===== src/rtl/memory_arbiter.sv =====
// Shares one single-port memory between instruction fetch (F) and load/store (D).
// Grants are held for a whole burst, alternate on ties, and completed transfers are counted per port.
module memory_arbiter #(
    parameter int COUNT_WIDTH = 16
) (
    input  logic                   clock,
    input  logic                   reset,
    input  logic [31:0]            fetchAddress,
    input  logic                   fetchLoad,
    output logic [31:0]            fetchData,
    output logic                   fetchReady,
    input  logic [31:0]            dataAddress,
    input  logic                   dataLoad,
    input  logic                   dataStore,
    input  logic [31:0]            dataWriteData,
    output logic [31:0]            dataData,
    output logic                   dataReady,
    output logic [31:0]            memAddress,
    output logic                   memLoad,
    output logic                   memStore,
    output logic [31:0]            memWriteData,
    input  logic [31:0]            memData,
    input  logic                   memReady,
    output logic [COUNT_WIDTH-1:0] fetchCount,
    output logic [COUNT_WIDTH-1:0] dataCount
);
    // state  | meaning
    // IDLE   | no grant; a non-requesting port sees memReady as its ready
    // SETTLE | device driven from the granted port for one cycle, readies low
    // ACTIVE | granted port passes straight through until its request drops

    typedef enum logic [1:0] {
        IDLE   = 2'd0,
        SETTLE = 2'd1,
        ACTIVE = 2'd2
    } state_t;

    localparam logic PORT_F = 1'b0;
    localparam logic PORT_D = 1'b1;
    localparam logic [COUNT_WIDTH-1:0] COUNT_MAX = {COUNT_WIDTH{1'b1}};

    state_t state, state_next;
    logic   grant, grant_next;
    logic   last_grant, last_grant_next;
    logic   req_f, req_d, req_granted;
    logic   inc_fetch, inc_data;
    logic [COUNT_WIDTH-1:0] fetch_count_q, data_count_q;

    assign req_f       = fetchLoad;
    assign req_d       = dataLoad | dataStore;
    assign req_granted = (grant == PORT_D) ? req_d : req_f;

    assign fetchData  = memData;
    assign dataData   = memData;
    assign fetchCount = fetch_count_q;
    assign dataCount  = data_count_q;

    always_ff @(posedge clock) begin
        if (reset) begin
            state      <= IDLE;
            grant      <= PORT_F;
            last_grant <= PORT_D;
        end else begin
            state      <= state_next;
            grant      <= grant_next;
            last_grant <= last_grant_next;
        end
    end

    always_ff @(posedge clock) begin
        if (reset) begin
            fetch_count_q <= '0;
            data_count_q  <= '0;
        end else begin
            if (inc_fetch && (fetch_count_q != COUNT_MAX)) begin
                fetch_count_q <= fetch_count_q + 1'b1;
            end
            if (inc_data && (data_count_q != COUNT_MAX)) begin
                data_count_q <= data_count_q + 1'b1;
            end
        end
    end

    always_comb begin
        state_next      = state;
        grant_next      = grant;
        last_grant_next = last_grant;
        memAddress      = fetchAddress;
        memWriteData    = dataWriteData;
        memLoad         = 1'b0;
        memStore        = 1'b0;
        fetchReady      = 1'b0;
        dataReady       = 1'b0;
        inc_fetch       = 1'b0;
        inc_data        = 1'b0;

        // Once granted, the device follows the owner; a store wins over a simultaneous load.
        if (state != IDLE) begin
            if (grant == PORT_D) begin
                memAddress = dataAddress;
                memStore   = dataStore;
                memLoad    = dataLoad & ~dataStore;
            end else begin
                memAddress = fetchAddress;
                memLoad    = fetchLoad;
            end
        end

        unique case (state)
            IDLE: begin
                fetchReady = memReady & ~req_f;
                dataReady  = memReady & ~req_d;
                if (memReady && (req_f || req_d)) begin
                    if (req_f && req_d) begin
                        grant_next = ~last_grant;
                    end else begin
                        grant_next = req_d ? PORT_D : PORT_F;
                    end
                    state_next = SETTLE;
                end
            end
            SETTLE: begin
                state_next = req_granted ? ACTIVE : IDLE;
            end
            ACTIVE: begin
                if (grant == PORT_D) begin
                    dataReady = memReady;
                    inc_data  = memReady & req_d;
                end else begin
                    fetchReady = memReady;
                    inc_fetch  = memReady & req_f;
                end
                if (!req_granted) begin
                    last_grant_next = grant;
                    state_next      = IDLE;
                end
            end
            default: state_next = IDLE;
        endcase

        // Keep the device and both requesters quiet while reset is held.
        if (reset) begin
            memLoad    = 1'b0;
            memStore   = 1'b0;
            fetchReady = 1'b0;
            dataReady  = 1'b0;
        end
    end
endmodule

===== config.mk =====
export PLATFORM = sky130hd
export DESIGN_NAME = memory_arbiter
export DESIGN_NICKNAME = d
export VERILOG_FILES = /design/src/rtl/memory_arbiter.sv
export SDC_FILE = /design/constraint.sdc
export NUM_CORES = 1
export LEC_CHECK = 0
export ABC_CLOCK_PERIOD_IN_PS = 4100
export CAP_MARGIN = 15
export CORE_AREA = 2 2 116 118
export DETAILED_ROUTE_END_ITERATION = 10
export DIE_AREA = 0 0 118 120
export PLACE_DENSITY = 0.73
export SLEW_MARGIN = 20
export SYNTH_ARGS = -nofsm -noshare
export SYNTH_HDL_FRONTEND = slang
export SYNTH_SLANG_ARGS = --single-unit

===== constraint.sdc =====
create_clock -name clock -period 4.1 [get_ports clock]
set_input_delay 0.82 -clock clock [delete_from_list [all_inputs] [get_ports clock]]
set_output_delay 0.82 -clock clock [all_outputs]
set_load 0.01 [all_outputs]

# Word level (Yosys, flattened, before mapping)
# Cells that the tools add are included.
[totals] input_bits=134 wordCells=59 out_inout_bits=164 reg_bits=36
[op_classes] n_bitwise=11 n_addsub=2 n_eq_ne=6 reduce_logical=10 muxes=25
[ops] operator="32-bit 2-to-1 mux" n=2
[ops] operator="16-bit by 1-bit adder with 16-bit output, second input constant" n=2
[ops] operator="16-bit inequality test, second input constant" n=2
[ops] operator="1-bit 2-to-1 mux" n=17
[ops] operator="2-bit 2-to-1 mux" n=3
[ops] operator="2-bit case mux with 3 select lines" n=1
[ops] operator="2-bit AND reduction" n=3
[ops] operator="1-bit AND" n=5
[ops] operator="1-bit inverter" n=5
[ops] operator="1-bit logical AND" n=4
[ops] operator="2-bit inequality test, second input constant" n=2
[ops] operator="1-bit case mux with 2 select lines" n=2
[ops] operator="2-bit by 1-bit equality test with 1-bit output, second input constant" n=1
[ops] operator="2-bit equality test, second input constant" n=1
[ops] operator="2-bit logical NOT" n=1
[ops] operator="2-bit nonzero test" n=1
[ops] operator="1-bit logical OR" n=1
[ops] operator="1-bit OR" n=1

# Longest topological paths before layout
[depth] ltp_word=5 mapped_depth=7 mapped_depth_nobuf=5

# Least setup slack after synthesis
# OpenSTA, ideal clock, no wires.
[synth_path] path_kind="input-to-output" start="input fetchLoad" end="output memLoad" n_path_buf=1 stages=4 arrival_time_ps=1469 setup_slack_ps=1811 t_required_ps=3280 path_cell_list="nor2b_1 -> clkbuf_1 -> a31oi_1 -> nor3_1"
[synth_via] elab_chain_cells=3
[synth_rtl] item="start: declaration" line="9" text="input logic fetchLoad,"
[synth_rtl] item="1-bit 2-to-1 mux" line="99" text="if (grant == PORT_D) begin"
[synth_rtl] item="1-bit 2-to-1 mux" line="98" text="if (state != IDLE) begin"
[synth_rtl] item="1-bit 2-to-1 mux" line="142" text="if (reset) begin"
[synth_rtl] item="end: declaration" line="19" text="output logic memLoad,"
# No other way between the ends.

# Worst setup path after layout
# Ends and elaborated chain as after synthesis.

==> flow_summary.rst <==
.. list-table::
   :header-rows: 1

   * - Metric
     - Value
   * - Synthesized net count
     - between 500 and 600
   * - IO Pins
     - around 300
   * - Number of levels the H-tree was split into
     - 2
   * - Number of buffers inserted by hold repair at cts
     - 0
   * - Floorplan die area
     - 14200 um2
   * - Die height
     - 120 um
   * - Share of cells above drive strength 1
     - 14.1%
   * - Routability Congestion
     - 0.840
   * - Pre-CTS setup slack
     - 744 ps
   * - Post-Synthesis Cells
     - 373
   * - Number of distinct library cell variants in the gate-level netlist after synthesis
     - 46
   * - Number of antenna violations at the first check in global routing
     - 0
   * - Final critical delay including setup and external delays
     - between 3000 and 4000 ps
   * - Ant. Diodes
     - 0
   * - Multiplexer fraction of the synthesized cell area
     - 14.9%
   * - Parity-gate share of the synthesized area counting xor and xnor cells
     - 0.283%
   * - Post-Syn Area
     - 3090 um2
   * - Sum of routed wire length over all layers
     - approximately 9.6 mm
   * - P per Cell Area
     - 249 nW/um2
   * - Total clock buffers created by CTS
     - 5
   * - Commonest cells in the synthesized netlist
     - sky130_fd_sc_hd__buf_4, sky130_fd_sc_hd__mux2_2, sky130_fd_sc_hd__dfxtp_1
   * - Number of buffers between clock root and the deepest sink
     - 2
   * - Clock Tree Root
     - sky130_fd_sc_hd__clkbuf_16
   * - Critical Path Sink Type
     - primary output
   * - Number of synthesized register bits
     - 36
   * - Outcome
     - completed
   * - Number of nets with antenna violations after detailed routing
     - 0
   * - Die Width
     - 118 um
   * - Dominant register cell in the synthesized netlist
     - sky130_fd_sc_hd__dfxtp_1
   * - Most used standard cell by instance count after synthesis
     - sky130_fd_sc_hd__buf_4
   * - Portion of the post-synthesis area used by sequential elements
     - between 20% and 30%
   * - Setup Skew
     - 3.50 ps
   * - Leakage
     - ~0.0013 uW
   * - Fraction of the mapped netlist area in simple logic gates
     - 21.9%
   * - Cell row count
     - 42
   * - Max-cap violations
     - 0
   * - Later-pin clock latency in the skew report
     - 290 ps
   * - Sinks on Clock Net
     - 36
   * - Synthesized area divided by synthesized cell count
     - 8.30 um2
   * - Post-synthesis compound-gate area fraction
     - 11.7%
   * - Global-route wire length before repair
     - 14.8 mm
   * - Worst slew margin
     - 41.6%
   * - Total number of vias
     - between 2000 and 3000
   * - Number of global-route vias before repair
     - 2781
   * - Peak supply drop
     - 0.000134 V
   * - Combinational family with the most area after synthesis
     - buffers and inverters
   * - DPL Wire Length
     - 7.89 mm
   * - Maximum fanout along the worst path
     - 8
   * - Kind of critical path
     - primary input to primary output
   * - Synth Area in Adders
     - 0.809%
   * - Data arrival time of the critical path
     - about 2600 ps
   * - RSZ-0062 raised after global routing
     - false
   * - Final Hold Viols
     - 0
   * - Port bufs
     - ~140
   * - Number of synthesized flops with an enable pin
     - 0
   * - DR pass1 iterations
     - 4
   * - Worst Setup Slack, final
     - 709 ps
   * - Crit path launch type
     - primary input
   * - Detailed Route Iter0 Violations
     - 129
   * - Final routed DRC violation total
     - 0
   * - Leftover overflow at the end of global routing
     - 0
   * - Area inside the core boundary
     - 13000 um2
   * - Ranking of synthesized cells by area
     - sky130_fd_sc_hd__buf_4, sky130_fd_sc_hd__dfxtp_1, sky130_fd_sc_hd__mux2_2
   * - Fraction of the cycle the final worst path needs
     - 82.7%
   * - DR WL/cell
     - 16.3 um
   * - Starting density of the core
     - 23.8%
   * - Via count normalized by instance count
     - 4.78
   * - Hold/Removal Path Class
     - flip-flop to flip-flop
   * - Sum of negative setup slack
     - 0 ps
   * - Clk pin slew, worst setup/hold paths
     - 60 ps
   * - Number of cells upsized or downsized after cts
     - 0
   * - Achievable clock frequency
     - 0.295 GHz
   * - Share of async-settable or async-resettable flops after synthesis
     - 0%
   * - Maximum number of pins on one net before global-route repair
     - 38
   * - Count of synthesis-stage warnings from yosys
     - 0
   * - Number of failing setup endpoints in the final timing report
     - 0
   * - Final Max Tran Viols
     - 0
   * - Number of buffers added for setup after CTS
     - 0
   * - Net count of the finished layout
     - 546
   * - Register-to-Register Setup Slack
     - 1780 ps
   * - Clock tree from TritonCTS
     - done
   * - Cell taking the most area after synthesis
     - sky130_fd_sc_hd__buf_4
   * - CP Data Required Time
     - 3280 ps
   * - Worst Tran Pin Value
     - 868 ps
   * - Total global routing track utilization
     - between 10% and 20%
   * - Area added between synthesis and finish
     - 32.5%
   * - Proportion of netlist area held by the largest area contributor
     - between 20% and 30%
layout by cell type (no fill, tap or decap), drive strengths merged, types with 2 or more instances in the layout:
master / instances
a21oi: 22
o31ai: 11
buf: 5
nand2: 15
nor2: 13
mux2: 40
or3: 7
clkbuf: 7
dfxtp: 36
a31oi: 2
nor4: 8
nand3: 14
nor4b: 5
nor3: 8
and4: 3
ha: 2
nor2b: 9
nand4: 10
a211oi: 2
clkdlybuf4s50: 137
o21ai: 11
and3: 4
or4: 14
o21a: 3
inv: 8
sequential cells by signal (all words and copies together), names as in the netlist:
| name | cells |
|---|---|
| fetchCount | 16 |
| state | 2 |
| grant | 1 |
| last_grant | 1 |
| dataCount | 16 |
logic make-up (layout without fill, tap and decap cells):
family	after synthesis	in the layout
buffers and inverters	120	158
AND/OR/NAND/NOR	116	116
multiplexers	41	41
flip-flops	36	36
AO/OA/AOI/OAI	57	57
XOR/XNOR	1	1
adder cells (fa/ha/maj)	2	2
critical path, stage by stage:
cell and delay [ps]:
sky130_fd_sc_hd__clkdlybuf4s50_1 540, sky130_fd_sc_hd__nor2b_1 150, sky130_fd_sc_hd__buf_4 160, sky130_fd_sc_hd__a31oi_1 50, sky130_fd_sc_hd__nor3_1 250, sky130_fd_sc_hd__clkdlybuf4s50_1 610
final cells by class:
type / instances / area, um2
inverter: 8 / 30.0
clock buffer: 7 / 153
sequential: 36 / 721
fill: 1376 / 8880
multi-input combinational: 217 / 1540
clock inverter: 1 / 30.0
timing repair buffer: 142 / 1410
tap: 176 / 220
where the power goes:
group / leakage (uW) / switching, uW / internal, uW
combinational: 0.000965 / 66.2 / 122
clock: 0.0000901 / 153 / 320
sequential: 0.000290 / 6.77 / 353
total: 0.00135 / 226 / 795
stage by stage:
stage	utilization (%)	hold slack [ps]	cells	area (um2)	power [uW]
floorplan	-	503	373	3090	526
global placement	30.2	501	579	3920	556
detailed placement	30.2	507	579	3920	558
CTS	31.6	521	587	4100	1030
global route	31.6	553	587	4100	1050
finish	31.6	515	587	4100	1020
final timing paths:
kind / from / endpoint / cells past startpoint
max: fetchLoad / memLoad / 6
min: dataCount[15] / dataCount[15] / 2
max reg2reg: state[1] / dataCount[13] / 4
min reg2reg: dataCount[15] / dataCount[15] / 2
metal layers:
metal  global-route usage (%)  routed length [um]  up-vias
li1                         -                   -     1335
met1                     13.3                3320     1301
met2                     25.4                5310      148
met3                     3.52                 773       23
met4                     5.57                 191        0
met5                        0                   0        -
(Power assumes the default switching activity.)
